**config.mk**
```make
export PLATFORM = sky130hd
export DESIGN_NAME = obstacle_hit_eval
export DESIGN_NICKNAME = d
export VERILOG_FILES = /design/src/rtl/surfers_pkg.sv /design/src/rtl/obstacle_hit_eval.sv
export SDC_FILE = /design/constraint.sdc
export NUM_CORES = 1
export LEC_CHECK = 0
export CORE_AREA = 3 3 40 42
export DETAILED_ROUTE_END_ITERATION = 16
export DIE_AREA = 0 0 43 45
export GPL_TIMING_DRIVEN = 0
export PLACE_DENSITY = 0.76
export SLEW_MARGIN = 20
export SYNTH_ARGS = -nofsm -noshare
export SYNTH_HDL_FRONTEND = slang
export SYNTH_SLANG_ARGS = --single-unit
```
**constraint.sdc**
```tcl
create_clock -name vclk -period 2.93
set_input_delay 0.293 -clock vclk [all_inputs]
set_output_delay 0.293 -clock vclk [all_outputs]
set_load 0.05 [all_outputs]
```
**src/rtl/surfers_pkg.sv**
```systemverilog
// Shared types for the lane-runner collision checker: obstacle type
// encoding, obstacle word field positions, FSM states and small helpers.
package surfers_pkg;

    typedef enum logic [2:0] {
        NONE  = 3'd0,
        LOW   = 3'd1,
        HIGH  = 3'd2,
        MID   = 3'd3,
        TRAIN = 3'd4,
        RAMP  = 3'd5,
        CAR   = 3'd6
    } obs_type_e;

    typedef enum logic [1:0] {
        S_IDLE    = 2'd0,
        S_COLLECT = 2'd1,
        S_REPORT  = 2'd2
    } cc_state_e;

    // obstacle word: {type[15:13], lane[12:11], depth[10:0]}
    localparam int OBS_TYPE_MSB  = 15;
    localparam int OBS_TYPE_LSB  = 13;
    localparam int OBS_LANE_MSB  = 12;
    localparam int OBS_LANE_LSB  = 11;
    localparam int OBS_DEPTH_MSB = 10;
    localparam int OBS_DEPTH_LSB = 0;

    localparam int TRAIN_HEIGHT_DEF = 64;

    // Clamp a 12-bit height into the 8-bit ground range.
    function automatic logic [7:0] sat8(input logic [11:0] v);
        return (v > 12'd255) ? 8'hFF : v[7:0];
    endfunction

endpackage

```
**src/rtl/obstacle_hit_eval.sv**
```systemverilog
// Combinational evaluation of one obstacle against the latched player state.
// Ports: en (obstacle presented while collecting), obstacle word, first_row,
// player lane/height/ducking in; hit flag and 8-bit ground candidate out.
module obstacle_hit_eval
    import surfers_pkg::*;
#(
    parameter int HIT_DEPTH    = 64,
    parameter int JUMP_CLEAR   = 32,
    parameter int TRAIN_HEIGHT = TRAIN_HEIGHT_DEF
) (
    input  logic        en,
    input  logic [15:0] obstacle,
    input  logic        first_row,
    input  logic [1:0]  lane,
    input  logic [7:0]  height,
    input  logic        ducking,
    output logic        hit,
    output logic [7:0]  gnd
);

    localparam logic [11:0] HD_W = 12'(HIT_DEPTH);
    localparam logic [8:0]  JC_W = 9'(JUMP_CLEAR);
    localparam logic [11:0] TH_W = 12'(TRAIN_HEIGHT);

    obs_type_e   o_type;
    logic [1:0]  o_lane;
    logic [10:0] o_depth;
    logic [11:0] d12;
    logic [11:0] dmin;
    logic        relevant;
    logic        h_clear;
    logic        h_over_train;

    assign o_type  = obs_type_e'(obstacle[OBS_TYPE_MSB:OBS_TYPE_LSB]);
    assign o_lane  = obstacle[OBS_LANE_MSB:OBS_LANE_LSB];
    assign o_depth = obstacle[OBS_DEPTH_MSB:OBS_DEPTH_LSB];
    assign d12     = {1'b0, o_depth};
    assign dmin    = (d12 < TH_W) ? d12 : TH_W;

    // lane 3 is not a real lane, so it never matches
    assign relevant = en && (o_lane == lane) && (o_lane != 2'd3)
                      && (d12 < HD_W);

    assign h_clear      = ({1'b0, height} >= JC_W);
    assign h_over_train = ({4'b0, height} >= TH_W);

    always_comb begin
        hit = 1'b0;
        gnd = 8'd0;
        if (relevant) begin
            unique case (o_type)
                LOW:   hit = ~h_clear;
                HIGH:  hit = ~ducking;
                MID:   hit = ~(ducking | h_clear);
                TRAIN: begin
                    // only the train's front face can be run into
                    if (first_row && !h_over_train) hit = 1'b1;
                    else                            gnd = sat8(TH_W);
                end
                RAMP:  gnd = sat8(TH_W - dmin);
                default: ;
            endcase
        end
    end

endmodule

```
; Yosys cells after proc, flatten, opt, wreduce, memory -nomap -nowiden
; Cells that the tools add are included.
[op_classes]
add_sub_neg = 1
n_reduce_logical = 5
bitwise = 4
n_lt_le_gt_ge = 4
n_eq_ne = 7
mux = 8
[op_table]
columns = cell, n
row1 = 8-bit two-way mux, 2
row2 = 8-bit case mux with 2 select lines, 1
row3 = "12-bit by 8-bit greater-than comparator with 1-bit output, second input constant", 1
row4 = "7-bit by 11-bit subtractor with 12-bit output, first input constant", 1
row5 = "11-bit by 7-bit < comparator with 1-bit output, second input constant", 1
row6 = 11-bit two-way mux, 1
row7 = "8-bit by 6-bit >= comparator with 1-bit output, second input constant", 1
row8 = "8-bit by 7-bit >= comparator with 1-bit output, second input constant", 1
row9 = 7-bit two-way mux, 1
row10 = "3-bit by 2-bit equality test with 1-bit output, second input constant", 2
row11 = "3-bit equality test, second input constant", 2
row12 = 1-bit logical AND, 4
row13 = 1-bit case mux with 4 select lines, 1
row14 = "3-bit by 1-bit equality test with 1-bit output, second input constant", 1
row15 = 1-bit NOT, 3
row16 = 2-bit equality test, 1
row17 = 1-bit two-way mux, 2
row18 = "2-bit != test, second input constant", 1
row19 = 1-bit zero test, 1
row20 = 1-bit bitwise OR, 1
[word_totals]
reg_bits = 0
input_bits = 29
elab_cells = 29

; Longest topological paths before layout
; Gate-level depths: netlist of the first run.
[logic_depth]
ltp_word = 7
mapped_depth = 8
mapped_depth_nobuf = 7

; Worst setup path before layout of the first run
; Ideal clock, no wire load.
[synth_path]
path_type = input port to output port
from = input obstacle[10]
to = output gnd[4]
path_stages = 8
arrival_ns = 2.381
path_slack_ns = 0.256
path_buffers = 2
required_ns = 2.637
path_cell_list = nor4_2 -> and2b_1 -> buf_6 -> nand2_1 -> ha_1 -> or2_1 -> buf_2 -> a31oi_1
[synth_via]
elab_chain_len = 7
[synth_lines]
columns = element, line
row1 = from (decl), obstacle_hit_eval.sv:12  ; input logic [15:0] obstacle,
row2 = 11-bit by 7-bit < comparator with 1-bit output, "obstacle_hit_eval.sv:38, obstacle_hit_eval.sv:42"
row3 = 11-bit two-way mux, obstacle_hit_eval.sv:38  ; assign dmin = (d12 < TH_W) ? d12 : TH_W;
row4 = 7-bit by 11-bit subtractor with 12-bit output, obstacle_hit_eval.sv:60  ; RAMP: gnd = sat8(TH_W - dmin);
row5 = 12-bit by 8-bit greater-than comparator with 1-bit output, surfers_pkg.sv:33  ; return (v > 12'd255) ? 8'hFF : v[7:0];
row6 = 8-bit two-way mux, surfers_pkg.sv:33
row7 = 8-bit case mux with 2 select lines, obstacle_hit_eval.sv:51  ; unique case (o_type)
row8 = 8-bit two-way mux *, obstacle_hit_eval.sv:50  ; if (relevant) begin
row9 = to (decl), obstacle_hit_eval.sv:18  ; output logic [7:0] gnd
; Every way passes the cells marked *; elsewhere a longest branch is shown, timed or not.

; Worst setup path after layout of the first run
[layout_path]
from = input obstacle[6]
to = output gnd[6]
; Same word-level chain as after synthesis.

==> results of run 1 <==
kinds of logic (layout without fill, tap and decap cells):
| kind of cell | Yosys count | count (layout) |
|---|---|---|
| buffers and inverters | 4 | 36 |
| and+or+nand+nor | 26 | 26 |
| xor gates and xnor gates | 3 | 3 |
| other | 1 | 1 |
| AOI/OAI and AO/OA | 12 | 12 |
| adders and majority gates | 2 | 2 |
stage by stage:
step	cells	setup TNS [ns]	cell area [um^2]	util (%)
global route	95	0	677	52.7
floorplan	48	0	350	-
detailed placement	95	-2.96	689	53.7
finish	95	0	677	52.7
global placement	95	-2.89	689	53.7
CTS	95	0	661	51.4
power groups by stage:
stage / clock network (W) / registers (W) / logic, W
finish: 0 / 0 / 0.0000605
global route: 0 / 0 / 0.0000651
CTS: 0 / 0 / 0.0000604
detailed placement: 0 / 0 / 0.0000602
global placement: 0 / 0 / 0.0000588
floorplan: 0 / 0 / 0.0000200
cell type report:
| type | count | area, um^2 | share of cell area, % |
|---|---|---|---|
| Buffer | 3 | 23.8 | 3.51 |
| Inverter | 1 | 3.75 | 0.555 |
| Multi-Input combinational cell | 44 | 335 | 49.5 |
| Tap cell | 15 | 18.8 | 2.77 |
| Timing Repair Buffer | 32 | 295 | 43.6 |
layout by cell type (no fill, tap or decap), types with 2 or more instances in the layout:
| cell type | synthesis | layout |
|---|---|---|
| buf_6 | 1 | 2 |
| clkdlybuf4s50_1 | 0 | 25 |
| nor2_1 | 7 | 7 |
| buf_2 | 1 | 6 |
| xor2_1 | 2 | 2 |
| nand3_1 | 2 | 2 |
| nand2_1 | 3 | 3 |
| a21oi_1 | 6 | 6 |
critical path: cells and delay by family:
| kind | cells | cell delay, ns |
|---|---|---|
| buffers and inverters | 4 | 0.91 |
| AND/OR/NAND/NOR | 4 | 0.81 |
| AO/OA/AOI/OAI | 1 | 0.27 |
| adder cells (fa/ha/maj) | 1 | 0.22 |
timing repair:
item | in CTS | in global routing
gates resized for setup | 33 | 3
pin swaps | 0 | 1
buffers inserted | 0 | 0
setup endpoints to repair | 7 | 7
hold buffers | 0 | 0
worst paths after layout:
| kind | depth (start not counted) | to |
|---|---|---|
| worst max-delay path | 10 | gnd[6] |
| worst min-delay path | 4 | gnd[6] |
routing by layer:
| metal | wire, um | up-vias | part of all wire (%) | global-route usage (%) |
|---|---|---|---|---|
| met2 | 473 | 26 | 45 | 20.1 |
| met1 | 463 | 211 | 44 | 14.3 |
| met4 | 0 | 0 | 0 | 0 |
| met5 | 0 | - | 0 | 0 |
| met3 | 119 | 0 | 11 | 1.20 |
| li1 | - | 243 | - | - |
==> reports/metrics.yaml, run 1 <==
drive_gt1_share_pct: 20.0
clockPowerShare_pct: 0
finalSetupViolations: 0
crit_chain: "clkdlybuf4s50_1 > nor4_2 > and2b_1 > buf_6 > nand2_1 > ha_4 > or2_1 > buf_2 > a311oi_2 > buf_6"
cap_violations: 0
design.seq.count: 0
synth-xor-area-share_pct: 7.50
status: "finished, final reports clean"
first_global_vias: 440
slew_violations: 0
synth_adder_area_share_pct: 7.14
fillerInstances: 131
synth_area_leader_cell: "a21oi_1"
yosys_warnings: 0
hold_class: "input port to output pin"
pin_count: 38
ys_top_cells_by_count: "nor2_1 (7), a21oi_1 (6), nand2_1 (3)"
grt_overflow: 0
grt_usage_pct: 10.8
ys_seq_area_share_pct: 0
drcViolationCount: 0
hold_viol: 0
drtAntennaViolNets: 0
yosysMostFrequentCell: "nor2_1"
tightest_slew_ns: 0.499
total_power_w: 0.0000605
synth_top_area_share_pct: 8.57
fin_crit_ns: 2.79
synth_compound_area_share_pct: 25.4
antenna_found_initial: 0
hpwl_um: 918
startpoint_type: "input port"
critPathMaxStageDelay_ns: 0.41
holdWs_ns: 1.36
synth.distinct_cells: 32
ir_drop_v: 0.0000460
rsz0062_at_grt: "no"
synth_area_leaders: "a21oi_1 (8.6%), nor2_1 (7.5%), ha_1 (7.1%)"
area_growth_pct: 93.2
initial_core_util_pct: 27.3
syn_nets: 79
synth_top_family_by_area: "simple AND/OR/NAND/NOR gates"
synth_mux_area_share_pct: 0
place.port_buffers: 32
max_freq_mhz: 359
grt_pass1_wl_um: 1730
die_h_um: 45
die_w_um: 43
endpoint_kind: "output pin"
die_area_um2: 1940
dpl_worst_slack_ns: -0.564
nNetsFinal: 113
yosys.area_share.simple_pct: 51.1
clkbuf_count: 0
synth_area_um2: 350
avgSynthCellArea_um2: 7.30
cp.arrival_ns: 2.49
setup_slack_ns: 0.143
switching_share_pct: 36.9
syn_inst: 48
crit_path_start: "obstacle[6]"
regArea_um2: 0
slew_headroom_pct: 66.6
dr.pass1.iters: 2
critical_path_required_ns: 2.64
place.gp.congestion: 0.680
period_share_pct: 95.1
powerDensity_nw_per_um2: 89.4
grt_max_degree: 11
p_int_w: 0.0000382
antenna_cells: 0
rows: 13
drt_iter0_drc: 2
worstPathMaxFanout: 10
avgViaCountPerCell: 5.05
routed_wl_um: 1060
path_common_cell: "buf_6"
core_area_um2: 1280
crit_slowest_cell: "clkdlybuf4s50_1"
num_vias: 480
crit_type: "input port to output pin"
comb_power_share_pct: 100.0
min_from: "en"
wl_per_cell_um: 11.1
pwr-share-seq_pct: 0
leakagePower_nw: 0.251
power_switching_w: 0.0000223
(Power assumes the default switching activity.)
==> inputs of run 2 (changes only) <==
==> constraint.sdc (replaced) <==
create_clock -name vclk -period 2.93
set_input_delay 0.879 -clock vclk [all_inputs]
set_output_delay 0.879 -clock vclk [all_outputs]
set_load 0.05 [all_outputs]
==> run 2 against run 1 <==
- the flow now finishes with violations (setup timing)
- critical path depth increased by 1
- routed wire length increased by 40%
- critical path type unchanged
- critical endpoint is now gnd[4]
- largest cell class is now non-clock buffers
- die area unchanged
- combinational power increased by 28%
- final cell count increased by 16%
==> reports/metrics.yaml, run 2 (synthesis results as in run 1) <==
switching_share_pct: 43.7  # was 36.9%
finalSetupViolations: 8  # was 0
total_power_w: 0.0000777  # was 0.0000605 W
drcViolationCount: 0  # unchanged
hold_viol: 0  # unchanged
endpoint_kind: "output pin"  # unchanged
antenna_cells: 0  # unchanged
comb_power_share_pct: 100.0  # about the same
slew_violations: 0  # unchanged
hold_class: "input port to output pin"  # unchanged
final_cell_mix: "buf_6 (16), clkdlybuf4s50_1 (12), buf_4 (10)"  # was clkdlybuf4s50_1 (25), nor2_1 (7), buf_2 (6), a21oi_1 (6), nand2_1 (3)
critical_path_required_ns: 2.05  # was 2.64 ns
startpoint_type: "input port"  # unchanged
hold_buffers: 0  # unchanged
place.gp.congestion: 0.732  # was 0.680
setup_slack_ns: -0.514  # was 0.143 ns
pwr-share-seq_pct: 0  # about the same
design.seq.count: 0  # unchanged
grt_use_met1_pct: 17.0  # was 14.3%
area_growth_pct: 187  # was 93.2%
leakagePower_nw: 0.392  # was 0.251 nW
rsz0062_at_grt: "yes"  # was no
final_common_cell: "buf_6"  # was clkdlybuf4s50_1
period_share_pct: 118  # was 95.1%
dr.pass1.iters: 2  # unchanged
grt_busiest_layer: "met2"  # unchanged
die_area_um2: 1940  # unchanged
gr-usage-met2_pct: 37.1  # was 20.1%
hpwl_um: 985  # was 918 um
ir_drop_v: 0.0000580  # was 0.0000460 V
grt_pass1_wl_um: 2460  # was 1730 um
dp.cells: 95  # unchanged
failed_checks: "setup timing"
wl_per_cell_um: 13.4  # was 11.1 um
rows: 13  # unchanged
num_vias: 541  # was 480
crit_type: "input port to output pin"  # unchanged
crit_path_start: "obstacle[7]"  # was obstacle[6]
powerDensity_nw_per_um2: 77.4  # was 89.4 nW/um^2
multi_input_area_um2: 487  # was 335 um^2
routed_wl_um: 1480  # was 1060 um
holdWs_ns: 2.36  # was 1.36 ns
clockPowerShare_pct: 0  # about the same
power_switching_w: 0.0000340  # was 0.0000223 W
die_w_um: 43  # unchanged
antenna_found_initial: 0  # unchanged
grt_overflow: 0  # unchanged
grtUsageMet3_pct: 1.20  # unchanged
fillerInstances: 93  # was 131
drtAntennaViolNets: 0  # unchanged
cp.arrival_ns: 2.57  # was 2.49 ns
status: "finished, violations left"  # was finished, final reports clean
die_h_um: 45  # unchanged
fin_cells: 110  # was 95
nNetsFinal: 128  # was 113
avgViaCountPerCell: 4.92  # was 5.05
grt_usage_pct: 16.4  # was 10.8%
place.port_buffers: 32  # unchanged
drt_iter0_drc: 5  # was 2
worstPathMaxFanout: 5  # was 10
first_global_vias: 571  # was 440
initial_core_util_pct: 27.3  # unchanged
cap_violations: 0  # unchanged
clkbuf_count: 0  # unchanged
core_area_um2: 1280  # unchanged
drive_gt1_share_pct: 52.6  # was 20.0%
grt_max_degree: 7  # was 11
pin_count: 38  # unchanged
p_int_w: 0.0000437  # was 0.0000382 W
regArea_um2: 0  # unchanged
min_from: "obstacle[7]"  # was en
fin_crit_ns: 3.44  # was 2.79 ns
max_freq_mhz: 290  # was 359 MHz
[run 2: path summary, 6_finish.rpt]
kind	to	slack (ns)	cells after the start
worst max-delay path	gnd[4]	-0.51	11
worst min-delay path	gnd[2]	2.36	6
[run 2: critical path, cell delays in order]
cell	delay [ns]
buf_6	0.09
nor4_4	0.27
and2b_1	0.17
buf_6	0.12
nand2_4	0.06
ha_4	0.16
or2_1	0.21
buf_6	0.14
buf_6	0.11
a31oi_4	0.18
buf_6	0.18
[run 2: cell type report]
cell class	instances	share of cell area [%]
Inverter	1	0.374
Multi-Input combinational cell	44	48.4
Tap cell	15	1.87
Buffer	3	2.99
Timing Repair Buffer	47	46.3
[run 2: what timing repair did]
item | 4_1_cts | 5_1_grt
setup buffers | 14 | 1
gates resized for setup | 96 | 2
pin swaps | 13 | 7
endpoints found under the setup margin | 8 | 8
[run 2: power by group through the flow]
stage	sequential [W]	combinational (W)	clock, W
floorplan	0	0.0000232	0
global placement	0	0.0000643	0
detailed placement	0	0.0000656	0
CTS	0	0.0000753	0
global route	0	0.0000828	0
finish	0	0.0000777	0
[run 2: stage by stage]
| stage | setup slack [ns] | TNS (ns) | utilization [%] | cell area [um^2] |
|---|---|---|---|---|
| floorplan | -0.510 | -2.91 | - | 440 |
| global placement | -1.53 | -10.98 | 60.7 | 779 |
| detailed placement | -1.56 | -11.15 | 60.7 | 779 |
| CTS | -0.540 | -3.47 | 77.0 | 990 |
| global route | -0.621 | -4.14 | 78.2 | 1000 |
| finish | -0.514 | -3.38 | 78.2 | 1000 |
[run 2: metal layers]
metal  vias to the layer above  part of all wire, %
met2                        24                   57
met4                         0                    0
met1                       245                   35
met5                         -                    0
met3                         0                  7.6
li1                        272                    -
